File: src/rtl/check_sequencer.sv
// Sequences one check run: clears the checker, pops words from the source FIFO,
// strobes compare/advance for each word, then captures the checker's error count.
module check_sequencer #(
  parameter int TIMEOUT_W = 16
) (
  input  logic                 clk,
  input  logic                 reset,
  input  logic                 start,
  input  logic                 abort,
  input  logic [31:0]          word_count,
  input  logic [TIMEOUT_W-1:0] timeout_cycles,
  input  logic                 fifo_empty,
  output logic                 fifo_rd_en,
  output logic                 reset_pattern,
  output logic                 reset_err_counter,
  output logic                 enable_pattern,
  output logic                 check_for_errors,
  input  logic [31:0]          error_count_in,
  output logic                 busy,
  output logic                 done,
  output logic                 timed_out,
  output logic                 aborted,
  output logic [31:0]          words_checked,
  output logic [31:0]          final_errors
);

  typedef enum logic [2:0] {
    IDLE,
    CLEAR,
    RUN,
    DRAIN,
    SETTLE,
    FINISH
  } state_t;

  state_t               state;
  state_t               state_next;
  logic [31:0]          word_count_q;
  logic [31:0]          issued;
  logic [TIMEOUT_W-1:0] timeout_q;
  logic [TIMEOUT_W-1:0] stall_cnt;
  logic                 check_q;
  logic                 pop;
  logic                 final_pop;
  logic                 stall_expired;
  logic                 set_timed_out;
  logic                 set_aborted;

  // The pop is qualified by the live empty flag so the FIFO is never over-read;
  // an abort in the same cycle already blocks the pop.
  assign pop           = (state == RUN) && !fifo_empty && !abort && (issued < word_count_q);
  assign final_pop     = pop && (issued == word_count_q - 32'd1);
  assign stall_expired = (state == RUN) && !pop && (timeout_q != '0) &&
                         (stall_cnt <= TIMEOUT_W'(1));

  always_comb begin
    state_next    = state;
    set_timed_out = 1'b0;
    set_aborted   = 1'b0;
    unique case (state)
      IDLE: begin
        if (start) state_next = CLEAR;
      end
      CLEAR: begin
        if (abort) begin
          set_aborted = 1'b1;
          state_next  = SETTLE;
        end else if (word_count_q == 32'd0) begin
          state_next = SETTLE;
        end else begin
          state_next = RUN;
        end
      end
      RUN: begin
        if (abort) begin
          set_aborted = 1'b1;
          state_next  = SETTLE;
        end else if (final_pop) begin
          state_next = DRAIN;
        end else if (stall_expired) begin
          set_timed_out = 1'b1;
          state_next    = SETTLE;
        end
      end
      DRAIN: begin
        if (abort) set_aborted = 1'b1;
        state_next = SETTLE;
      end
      SETTLE:  state_next = FINISH;
      FINISH:  state_next = IDLE;
      default: state_next = IDLE;
    endcase
  end

  // Run parameters and status flags are refreshed on the accepted start, so
  // they already read as cleared while the checker is being reset.
  always_ff @(posedge clk) begin
    if (reset) begin
      state         <= IDLE;
      word_count_q  <= '0;
      timeout_q     <= '0;
      issued        <= '0;
      stall_cnt     <= '0;
      check_q       <= 1'b0;
      words_checked <= '0;
      final_errors  <= '0;
      timed_out     <= 1'b0;
      aborted       <= 1'b0;
    end else begin
      state   <= state_next;
      check_q <= pop;

      if (state == IDLE && start) begin
        word_count_q  <= word_count;
        timeout_q     <= timeout_cycles;
        issued        <= '0;
        words_checked <= '0;
        timed_out     <= 1'b0;
        aborted       <= 1'b0;
      end else begin
        if (pop) issued <= issued + 32'd1;
        if (check_q) words_checked <= words_checked + 32'd1;
        if (set_timed_out) timed_out <= 1'b1;
        if (set_aborted) aborted <= 1'b1;
      end

      if ((state == CLEAR && state_next == RUN) || pop) begin
        stall_cnt <= timeout_q;
      end else if (state == RUN && stall_cnt != '0) begin
        stall_cnt <= stall_cnt - TIMEOUT_W'(1);
      end

      if (state == FINISH) final_errors <= error_count_in;
    end
  end

  assign fifo_rd_en        = pop;
  assign reset_pattern     = (state == CLEAR);
  assign reset_err_counter = (state == CLEAR);
  assign check_for_errors  = check_q;
  assign enable_pattern    = check_q;
  assign busy              = (state != IDLE);
  assign done              = (state == FINISH);

endmodule

File: config.mk
export PLATFORM = sky130hd
export DESIGN_NAME = check_sequencer
export DESIGN_NICKNAME = d
export VERILOG_FILES = /design/src/rtl/check_sequencer.sv
export SDC_FILE = /design/constraint.sdc
export NUM_CORES = 1
export LEC_CHECK = 0
export BUFFER_PORTS_ARGS = -buffer_cell sky130_fd_sc_hd__buf_2
export CAP_MARGIN = 25
export CELL_PAD_IN_SITES_DETAIL_PLACEMENT = 0
export CELL_PAD_IN_SITES_GLOBAL_PLACEMENT = 1
export CORE_MARGIN = 3
export CORE_UTILIZATION = 30
export DETAILED_ROUTE_END_ITERATION = 10
export HOLD_SLACK_MARGIN = 0.05
export PLACE_DENSITY = 0.63
export SYNTH_ARGS = -nofsm -noshare
export SYNTH_HDL_FRONTEND = slang
export SYNTH_SLANG_ARGS = --single-unit
File: constraint.sdc
create_clock -name clk -period 2.9 [get_ports clk]
set_input_delay 0.145 -clock clk [delete_from_list [all_inputs] [get_ports clk]]
set_output_delay 0.145 -clock clk [all_outputs]
set_load 0.02 [all_outputs]
==> metrics.txt <==
worst setup margin 124 ps; Die Area 30400 µm²; Distinct cells, synth 60; Hold Path Class input port to flop; core area 27400 µm²; Setup CP Type flop to flop; setup TNS 0 ps; Post-Place Cell Area 10300 µm²; ys flop type dfxtp_1; EDFF count, synth 0; Tcrit/Tclk final 95.7%; Port Buf Inserts 157; GR Layer Usage met3 3.23%; met2 Use GR 28.4%; main combinational cell family by area after synthesis simple AND/OR/NAND/NOR gates; overflow left after global routing 0; initial antenna violation count 0; max_cap viols 0; Critical Path Sink Type flop; layer with the highest usage met2; first-pass GRT wire length 42.7 mm; Initial Utilization 31.0%; routed len/inst 14.8 µm; Synth Area in Compound Gates 12.4%; Core Rows 60; crit path max fanout 6; Net Count, Synth 1198; clk buf depth 2; WP data required 3250 ps; top cells by count, synth 215 x nand2_1, 166 x dfxtp_1, 117 x a21oi_1; CTS tree yes; Final Setup Violations 0; Synth area leader dfxtp_1; post-placement cell count 1646; Slew Limit Headroom 48.8%; Synth Area in XOR/XNOR 9.89%; pin count of the biggest net entering global routing 70; Pwr Density 483 nW/µm²; fin cells 1764; Seq cells post-synth 166; Clock Skew 16.8 ps; mux share of post-synthesis cell area 2.49%; final WL 26.1 mm; worst slew pin tran 768 ps; top post-synthesis cells by area dfxtp_1 39%, nand2_1 9.5%, a21oi_1 6.9%; simple-gate portion of the synthesized area 26.2%; clock-pin slew on the worst setup and hold paths 70 ps; Min Clock Period, post-route 2780 ps; FMAX 360 MHz; Avg Cell Area, Syn 7.90 µm²; I/O pin total 158; vias per inst 4.69; crit path DAT 3120 ps; cells after synthesis 1076; startpoint types flop; met1 usage 22.6%; pre-CTS WS 39.0 ps; DR pass1 iterations 5; DIE WIDTH 174 µm; fin util 42.9%; # DRC 0; vias in the first global route 8183; fin area 11800 µm²; Chip Height 174 µm; Routed Antenna Nets 0; via count 8274; Antenna diodes 0; top-count cell post-synth nand2_1; root buffer cell clkbuf_16; layout cell share with drive strength beyond 1 22.6%; Hold Worst Slack 87.2 ps; VDD IR-drop max 0.321 mV; Leak 4.88 nW; synthesized cell area 8500 µm²; routability congestion estimate from global placement 0.810; status completed; later-pin clock latency in the skew report 430 ps; Max H-tree Level 4; cts bufs inserted 17; sequential cell area fraction in the yosys report 39.1%; Hold Violations, Final 0; asr flop ratio synth 0%; Initial DRC Count 375; Sink Count 166; max-slew violation count 0; Syn. warnings 0; share of the synthesized area in the top cell type 39.1%; adder-cell share of the synthesized area 5.45%; GRT Total Usage 17.1%; Total Power 5.68 mW; Area growth syn-to-layout 38.4%; final net count 1501; Post-DP HPWL 18.9 mm
[state kept, by name, summed over array words and instances (netlist names)]
signal / cells
aborted: 1
check_for_errors: 1
final_errors: 32
issued: 32
stall_cnt: 16
state: 3
timed_out: 1
timeout_q: 16
word_count_q: 32
words_checked: 32
[placed cells by master (no fill, tap or decap), drive strengths merged, types with 4 or more instances in the layout]
cell type / synthesis / routed
and2: 5 / 5
and4: 12 / 12
dfxtp: 166 / 166
a21oi: 117 / 117
xor2: 52 / 52
nor3b: 5 / 5
inv: 50 / 59
o21ai: 28 / 28
mux2i: 20 / 20
xnor2: 44 / 44
nand4: 23 / 23
ha: 37 / 37
buf: 11 / 248
nor3: 21 / 21
and3: 12 / 12
nor2: 90 / 90
a31oi: 8 / 8
or4: 4 / 4
nand2: 215 / 215
nand3: 27 / 27
nor4: 16 / 16
nor2b: 10 / 10
dlygate4sd3: 0 / 81
clkbuf: 35 / 18
or3: 23 / 23
o31ai: 6 / 6
or2: 4 / 5
[power by group]
part,total [mW],switching [mW],internal [mW],leakage (nW)
clock network,2.31,1.08,1.23,0.283
registers,2.40,0.0513,2.35,1.35
logic,0.970,0.521,0.449,3.24
total,5.68,1.65,4.03,4.88
[cell families after synthesis]
logic type	after synthesis
compound gates	186
buf+inv	96
xor+xnor	96
simple gates	474
fa+ha+maj	37
mux	21
flops	166
[worst max-delay path, cell delays in order, from the launching register on]
cell and delay [ps]:
dfxtp_4 340, inv_1 50, ha_1 280, nor2b_1 130, o211ai_1 220, a2111o_1 190, a311oi_2 90, buf_4 160
or4_4 490, or2_4 300, or3_1 310, a21oi_1 140
[layout make-up]
type	instances	area (µm²)
clock buffers	18	429
well taps	372	465
clock inverters	14	159
repair buffers	329	2310
inverters	50	188
flip-flops and latches	166	3340
fillers	2830	15600
multi-input cells	815	4870
[routing by layer]
layer / wire length (µm) / vias to the layer above
li1: - / 4294
met1: 12300 / 3803
met2: 12200 / 152
met3: 1040 / 25
met4: 447 / 0
met5: 0 / -
[worst paths after layout]
check | slack (ps) | endpoint | cells past startpoint | start
setup / recovery | 120 | issued[18] | 11 | word_count_q[1]
hold reg to reg | 450 | final_errors[9] | 2 | final_errors[9]
hold / removal | 90 | state[0] | 3 | start
setup reg to reg | 120 | issued[18] | 11 | word_count_q[1]
[repair_timing]
action,CTS,global route
setup buffers,0,4
gates cloned,0,1
resized for setup,3,18
setup endpoints to repair,1,17
hold endpoints to repair,81,0
hold buffers,81,0
pin swaps,0,10
Power figures use the tool's default switching activity.
